===== src/rtl/video_timing_gen_pkg.sv =====
// Shared definitions for the video timing generator.
//   - sync_pol_e  : active level of a sync output
//   - VGA_*       : default 640x480@60 timing (800 x 525 total, 25.175 MHz pixel clock)
//   - axis_total  : total pixels/lines of one axis from its four segments
package video_timing_gen_pkg;

    typedef enum logic {
        SYNC_ACTIVE_LOW  = 1'b0,
        SYNC_ACTIVE_HIGH = 1'b1
    } sync_pol_e;

    localparam int VGA_H_ACTIVE = 640;
    localparam int VGA_H_FP     = 16;
    localparam int VGA_H_SYNC   = 96;
    localparam int VGA_H_BP     = 48;
    localparam int VGA_V_ACTIVE = 480;
    localparam int VGA_V_FP     = 10;
    localparam int VGA_V_SYNC   = 2;
    localparam int VGA_V_BP     = 33;

    localparam sync_pol_e VGA_HSYNC_POL = SYNC_ACTIVE_LOW;
    localparam sync_pol_e VGA_VSYNC_POL = SYNC_ACTIVE_LOW;

    function automatic int axis_total(input int active, input int fp, input int sync, input int bp);
        return active + fp + sync + bp;
    endfunction

endpackage


===== src/rtl/video_timing_gen_if.sv =====
// Video timing bundle between the timing generator and its consumer.
//   ce          : pixel enable into the generator
//   hsync/vsync : registered syncs at the configured polarity
//   display_on  : inside the visible area
//   hpos/vpos   : current pixel / line counters (CW bits)
//   line_start  : one-clk pulse at the start of each line
//   frame_start : one-clk pulse at the start of each frame
//   frame_count : 8-bit frame counter (zero unless the counter is built in)
// master = generator side, slave = consumer side.
interface video_timing_gen_if #(
    parameter int CW = 10
);
    logic          ce;
    logic          hsync;
    logic          vsync;
    logic          display_on;
    logic [CW-1:0] hpos;
    logic [CW-1:0] vpos;
    logic          line_start;
    logic          frame_start;
    logic [7:0]    frame_count;

    modport master (
        input  ce,
        output hsync, vsync, display_on, hpos, vpos, line_start, frame_start, frame_count
    );

    modport slave (
        output ce,
        input  hsync, vsync, display_on, hpos, vpos, line_start, frame_start, frame_count
    );
endinterface


===== src/rtl/vtg_axis_counter.sv =====
// One timing axis: a counter that wraps TOTAL-1 -> 0 plus a registered sync
// window compare.
//   clk, reset : clock, synchronous active-high reset
//   en         : advance the counter (and re-evaluate sync) this cycle
//   pos        : current count
//   wrap       : pos is at its terminal value (TOTAL-1); not gated by en
//   sync       : POL while the pre-advance count was in [ACTIVE+FP, ACTIVE+FP+SYNC)
module vtg_axis_counter
    import video_timing_gen_pkg::*;
#(
    parameter int ACTIVE = 640,
    parameter int FP     = 16,
    parameter int SYNC   = 96,
    parameter int BP     = 48,
    parameter bit POL    = 1'b0,
    parameter int CW     = 10
) (
    input  logic          clk,
    input  logic          reset,
    input  logic          en,
    output logic [CW-1:0] pos,
    output logic          wrap,
    output logic          sync
);
    localparam int TOTAL      = axis_total(ACTIVE, FP, SYNC, BP);
    localparam int SYNC_START = ACTIVE + FP;
    localparam int SYNC_END   = SYNC_START + SYNC;

    logic in_win;

    assign wrap   = (pos == CW'(TOTAL - 1));
    // Compare in int so a window ending exactly at 2^CW does not truncate.
    assign in_win = (int'(pos) >= SYNC_START) && (int'(pos) < SYNC_END);

    // Sync is computed from the count before it advances, so it trails the
    // counter by one enable.
    always_ff @(posedge clk) begin
        if (reset) begin
            pos  <= '0;
            sync <= ~POL;
        end else if (en) begin
            pos  <= wrap ? '0 : pos + CW'(1);
            sync <= in_win ? POL : ~POL;
        end
    end
endmodule


===== src/rtl/video_timing_gen.sv =====
// Raster timing generator (default 640x480@60).
//   clk, reset : clock, synchronous active-high reset (wins over ce)
//   vid        : video_timing_gen_if master (ce in; syncs, positions, pulses out)
// Horizontal counter advances on every ce; vertical counter and vsync advance
// on the ce that wraps the line. line_start/frame_start are registered pulses
// in the cycle after the wrapping ce.
// Build option: define VTG_FRAME_COUNT_EN to include the 8-bit frame counter;
// otherwise frame_count is tied to 0.
module video_timing_gen
    import video_timing_gen_pkg::*;
#(
    parameter int H_ACTIVE  = VGA_H_ACTIVE,
    parameter int H_FP      = VGA_H_FP,
    parameter int H_SYNC    = VGA_H_SYNC,
    parameter int H_BP      = VGA_H_BP,
    parameter int V_ACTIVE  = VGA_V_ACTIVE,
    parameter int V_FP      = VGA_V_FP,
    parameter int V_SYNC    = VGA_V_SYNC,
    parameter int V_BP      = VGA_V_BP,
    parameter bit HSYNC_POL = bit'(VGA_HSYNC_POL),
    parameter bit VSYNC_POL = bit'(VGA_VSYNC_POL),
    parameter int CW        = 10
) (
    input  logic               clk,
    input  logic               reset,
    video_timing_gen_if.master vid
);
    localparam int H_TOTAL = axis_total(H_ACTIVE, H_FP, H_SYNC, H_BP);
    localparam int V_TOTAL = axis_total(V_ACTIVE, V_FP, V_SYNC, V_BP);

    if (H_TOTAL > 2 ** CW) begin : g_h_total_chk
        $error("video_timing_gen: H_TOTAL does not fit in CW bits");
    end
    if (V_TOTAL > 2 ** CW) begin : g_v_total_chk
        $error("video_timing_gen: V_TOTAL does not fit in CW bits");
    end

    logic h_wrap;
    logic v_wrap;
    logic v_en;     // ce that ends a line
    logic f_end;    // ce that ends a frame

    assign v_en  = vid.ce & h_wrap;
    assign f_end = v_en & v_wrap;

    vtg_axis_counter #(
        .ACTIVE (H_ACTIVE),
        .FP     (H_FP),
        .SYNC   (H_SYNC),
        .BP     (H_BP),
        .POL    (HSYNC_POL),
        .CW     (CW)
    ) u_h_cnt (
        .clk    (clk),
        .reset  (reset),
        .en     (vid.ce),
        .pos    (vid.hpos),
        .wrap   (h_wrap),
        .sync   (vid.hsync)
    );

    vtg_axis_counter #(
        .ACTIVE (V_ACTIVE),
        .FP     (V_FP),
        .SYNC   (V_SYNC),
        .BP     (V_BP),
        .POL    (VSYNC_POL),
        .CW     (CW)
    ) u_v_cnt (
        .clk    (clk),
        .reset  (reset),
        .en     (v_en),
        .pos    (vid.vpos),
        .wrap   (v_wrap),
        .sync   (vid.vsync)
    );

    assign vid.display_on = (vid.hpos < CW'(H_ACTIVE)) && (vid.vpos < CW'(V_ACTIVE));

    // Pulses are one clk wide by construction: the wrapping ce only lasts a
    // cycle and the counter has left its terminal value afterwards.
    always_ff @(posedge clk) begin
        if (reset) begin
            vid.line_start  <= 1'b0;
            vid.frame_start <= 1'b0;
        end else begin
            vid.line_start  <= v_en;
            vid.frame_start <= f_end;
        end
    end

`ifdef VTG_FRAME_COUNT_EN
    logic [7:0] frame_cnt;

    // Steps on the same edge that raises frame_start.
    always_ff @(posedge clk) begin
        if (reset) begin
            frame_cnt <= '0;
        end else if (f_end) begin
            frame_cnt <= frame_cnt + 8'd1;
        end
    end

    assign vid.frame_count = frame_cnt;
`else
    assign vid.frame_count = '0;
`endif

endmodule


===== src/flat_wrapper.sv =====
// flat-port wrapper written by rule: the top's interface ports become plain ports
module video_timing_gen_flat import video_timing_gen_pkg::*;
#(
    parameter int H_ACTIVE  = VGA_H_ACTIVE,
    parameter int H_FP      = VGA_H_FP,
    parameter int H_SYNC    = VGA_H_SYNC,
    parameter int H_BP      = VGA_H_BP,
    parameter int V_ACTIVE  = VGA_V_ACTIVE,
    parameter int V_FP      = VGA_V_FP,
    parameter int V_SYNC    = VGA_V_SYNC,
    parameter int V_BP      = VGA_V_BP,
    parameter bit HSYNC_POL = bit'(VGA_HSYNC_POL),
    parameter bit VSYNC_POL = bit'(VGA_VSYNC_POL),
    parameter int CW        = 10
)
  (clk, reset, vid_ce, vid_hsync, vid_vsync, vid_display_on, vid_hpos, vid_vpos, vid_line_start, vid_frame_start, vid_frame_count);
  video_timing_gen_if #(.CW(CW)) vid_i ();
  input  logic clk;
  input  logic reset;
  input wire logic [$bits(vid_i.ce)-1:0] vid_ce;
  output wire logic [$bits(vid_i.hsync)-1:0] vid_hsync;
  output wire logic [$bits(vid_i.vsync)-1:0] vid_vsync;
  output wire logic [$bits(vid_i.display_on)-1:0] vid_display_on;
  output wire logic [$bits(vid_i.hpos)-1:0] vid_hpos;
  output wire logic [$bits(vid_i.vpos)-1:0] vid_vpos;
  output wire logic [$bits(vid_i.line_start)-1:0] vid_line_start;
  output wire logic [$bits(vid_i.frame_start)-1:0] vid_frame_start;
  output wire logic [$bits(vid_i.frame_count)-1:0] vid_frame_count;
  assign vid_i.ce = vid_ce;
  assign vid_hsync = vid_i.hsync;
  assign vid_vsync = vid_i.vsync;
  assign vid_display_on = vid_i.display_on;
  assign vid_hpos = vid_i.hpos;
  assign vid_vpos = vid_i.vpos;
  assign vid_line_start = vid_i.line_start;
  assign vid_frame_start = vid_i.frame_start;
  assign vid_frame_count = vid_i.frame_count;
  video_timing_gen #(.H_ACTIVE(H_ACTIVE), .H_FP(H_FP), .H_SYNC(H_SYNC), .H_BP(H_BP), .V_ACTIVE(V_ACTIVE), .V_FP(V_FP), .V_SYNC(V_SYNC), .V_BP(V_BP), .HSYNC_POL(HSYNC_POL), .VSYNC_POL(VSYNC_POL), .CW(CW)) u_core (.clk(clk), .reset(reset), .vid(vid_i));
endmodule

===== config.mk =====
export PLATFORM = sky130hd
export DESIGN_NAME = video_timing_gen_flat
export DESIGN_NICKNAME = d
export VERILOG_FILES = /design/src/rtl/video_timing_gen_pkg.sv /design/src/rtl/video_timing_gen_if.sv /design/src/rtl/vtg_axis_counter.sv /design/src/rtl/video_timing_gen.sv /design/src/flat_wrapper.sv
export SDC_FILE = /design/constraint.sdc
export NUM_CORES = 1
export LEC_CHECK = 0
export ABC_AREA = 0
export CAP_MARGIN = 10
export CORE_UTILIZATION = 35
export CTS_BUF_LIST = sky130_fd_sc_hd__clkbuf_4
export CTS_CLUSTER_DIAMETER = 200
export CTS_CLUSTER_SIZE = 8
export DETAILED_ROUTE_END_ITERATION = 16
export PLACE_DENSITY = 0.7
export REMOVE_ABC_BUFFERS = 1
export SLEW_MARGIN = 10
export SYNTH_ARGS = -nofsm -noshare
export SYNTH_HDL_FRONTEND = slang
export SYNTH_SLANG_ARGS = --single-unit
export TNS_END_PERCENT = 5

===== constraint.sdc =====
create_clock -name clk -period 4.44 [get_ports clk]
set_clock_uncertainty 0.1 [all_clocks]
set_input_delay 0.888 -clock clk [delete_from_list [all_inputs] [get_ports clk]]
set_output_delay 0.888 -clock clk [all_outputs]
set_load 0.1 [all_outputs]

==> impl_metrics.json <==
{
  "setup_violations": 0,
  "swShare_pct": 31.5,
  "place_congestion": 0.829,
  "p_int_w": 0.000257,
  "critical_path.endpoint_type": "output port",
  "hold_violations": 0,
  "drt-initial-drc-count": 90,
  "post_drt_via_cell_ratio": 5.19,
  "leakagePower_nw": 0.525,
  "syn2layout_area_growth_pct": 23.3,
  "clkSinkCount": 24,
  "syn_inst": 150,
  "yosysMostFrequentCell": "dfxtp_1",
  "whs_path_depth": 1,
  "crit_type": "reg2out",
  "timing.final.crit_share_pct": 74.5,
  "placementRows": 21,
  "cts_buffer_depth": 2,
  "cts_hold_buf": 0,
  "root_buffer": "clkbuf_4",
  "synthArstFlopShare_pct": 0,
  "synth-edff-count": 0,
  "drt_pass1_iterations": 4,
  "routedWlPerCell_um": 12.5,
  "crit_arrival_ns": 2.32,
  "status": "finished clean",
  "clkLatencyLatePin_ns": 0.32,
  "die_w_um": 62.2,
  "htreeDepth": 1,
  "max_stage_delay_ns": 1.14,
  "grt_pass1_vias": 1109,
  "start_util_pct": 37.4,
  "dieArea_um2": 3870,
  "yosysTopAreaCell": "dfxtp_1",
  "num_vias": 1142,
  "post-cts-setup-buffers": 0,
  "netlist_area_um2": 1270,
  "worstPathRequired_ns": 3.45,
  "period_needed_ns": 3.31,
  "seqPwrFrac_pct": 58.6,
  "ys.flop_type": "dfxtp_1",
  "io_pins": 36,
  "cts.repair.resized": 0,
  "worstPathMaxFanout": 7,
  "power_density_nw_per_um2": 240,
  "grt_pass1_wl_um": 4980,
  "comb_power_share_pct": 15.9,
  "ys_seq_area_share_pct": 37.9,
  "yosysWarnings": 0,
  "clkTransAtPathRegs_ns": 0.13,
  "coreArea_um2": 3390,
  "grt_max_degree": 24,
  "finalMaxSlewViolations": 0,
  "cap_viol_max_count": 0,
  "final_nets": 184,
  "fmax_ghz": 0.302,
  "avgSynthCellArea_um2": 8.45,
  "drive_above_1_share_pct": 4.02,
  "synth_cell_types": 38,
  "synth-seq-cells": 24,
  "grt_antenna_before_repair": 0,
  "power_frac_clock_pct": 25.5,
  "hpwl_um": 2020,
  "grt_setup_unrepaired": "false",
  "finalNonFillerCells": 220,
  "cts_buffers": 3,
  "yosys-top-cells-area": "dfxtp_1, ha_1, a21oi_1",
  "antenna_cells": 0,
  "fill_cells": 353,
  "drc": 0,
  "cp-start-kind": "flop",
  "die_h_um": 62.2,
  "slowest_stage": "clkdlybuf4s50_1",
  "ir_drop_mv": 0.118,
  "dp_cells": 217,
  "tightestPinTransition_ns": 0.988,
  "slew_headroom_pct": 34.0,
  "hp-class": "reg2reg",
  "portBuffers": 27,
  "cts_tree": "built",
  "synthTopCellsByCount": "dfxtp_1, a21oi_1, nor2_1, inv_1, nand2_1",
  "postRouteWirelength_um": 2740,
  "grt_overflow": 0,
  "netlist.area_leader.share_pct": 37.9,
  "setup_tns_ns": 0,
  "crit_path_cell_trace": "o21ai_0, nand2_1, nor2_1, clkdlybuf4s50_1",
  "reg2regPathDepth": 5,
  "antenna_left": 0,
  "power_switching_w": 0.000118,
  "grt_usage_pct": 15.8
}
## per-stage QoR
stage / hold slack (ns) / utilization (%) / power, W / cell area (um2) / worst slack [ns]
2_1_floorplan: 0.818 / - / 0.000274 / 1210 / 1.11
3_3_place_gp: 0.389 / 45.4 / 0.000284 / 1540 / 1.27
3_5_place_dp: 0.370 / 45.4 / 0.000285 / 1540 / 1.20
4_1_cts: 0.405 / 46.1 / 0.000382 / 1560 / 1.11
5_1_grt: 0.421 / 46.1 / 0.000394 / 1560 / 1.04
6_report: 0.403 / 46.1 / 0.000375 / 1560 / 1.13
## flip-flops by register name (all words and copies together), names as in the netlist
register	cells
u_core.u_v_cnt.sync	1
u_core.u_h_cnt.sync	1
u_core.vid.frame_start	1
u_core.u_h_cnt.pos	10
u_core.u_v_cnt.pos	10
u_core.vid.line_start	1
## kinds of logic (layout without fill, tap and decap cells)
kind of cell / after synthesis / after routing / share of synthesized area, %
and+or+nand+nor: 64 / 64 / 29.4
xor gates and xnor gates: 7 / 7 / 4.84
other: 1 / 8 / 0.296
buffers and inverters: 23 / 40 / 9.38
adders and majority gates: 5 / 5 / 4.94
DFF: 24 / 24 / 37.9
muxes: 2 / 2 / 1.68
AOI/OAI and AO/OA: 24 / 24 / 11.6
## cell usage in the layout, fill, tap and decap left out, types with 4 or more instances in the layout
master,instances
nand3_1,8
conb_1,8
or3_1,6
ha_1,5
dfxtp_1,24
o21ai_0,4
xor2_1,5
a21oi_1,12
nand4_1,4
nand2_1,10
inv_1,10
nor2_1,12
nor3_1,5
clkdlybuf4s50_1,27
## routing by layer
metal	vias up	share of wire, %	GRT usage (%)
met5	-	0	0
met4	0	1.2	4.94
met2	40	47	27.1
met1	527	46	19.2
li1	570	-	-
met3	5	6.3	4.04
## path summary, 6_finish.rpt
kind | from | end | slack [ns]
worst min-delay path | u_core.u_v_cnt.sync | u_core.u_v_cnt.sync | 0.40
worst min register to register | u_core.u_v_cnt.sync | u_core.u_v_cnt.sync | 0.40
worst max register to register | u_core.u_h_cnt.pos[0] | u_core.u_v_cnt.pos[5] | 2.13
worst max-delay path | u_core.u_h_cnt.pos[7] | vid_display_on | 1.13
## power by group through the flow
| stage | combinational [W] | sequential (W) | clock [W] |
|---|---|---|---|
| after CTS | 0.0000600 | 0.000220 | 0.000101 |
| final | 0.0000598 | 0.000220 | 0.0000955 |
| after global placement | 0.0000594 | 0.000224 | 0 |
| after global routing | 0.0000624 | 0.000221 | 0.000111 |
| after detailed placement | 0.0000599 | 0.000225 | 0 |
| after floorplan | 0.0000352 | 0.000238 | 0 |
## final cells by class
type / count / area [um2] / area share, %
multi-input combinational: 110 / 694 / 44.4
tap: 46 / 57.6 / 3.68
clock buffer: 3 / 22.5 / 1.44
inverter: 10 / 37.5 / 2.40
timing repair buffer: 27 / 270 / 17.3
sequential: 24 / 480 / 30.7
## worst max-delay path, delay by kind of cell, from the launching register on
| kind | cells | cell delay (ns) |
|---|---|---|
| AND/OR/NAND/NOR | 2 | 0.19 |
| flip-flops | 1 | 0.40 |
| buffers and inverters | 1 | 1.14 |
| AO/OA/AOI/OAI | 1 | 0.27 |
No activity file was read; power rests on OpenSTA's default activity.
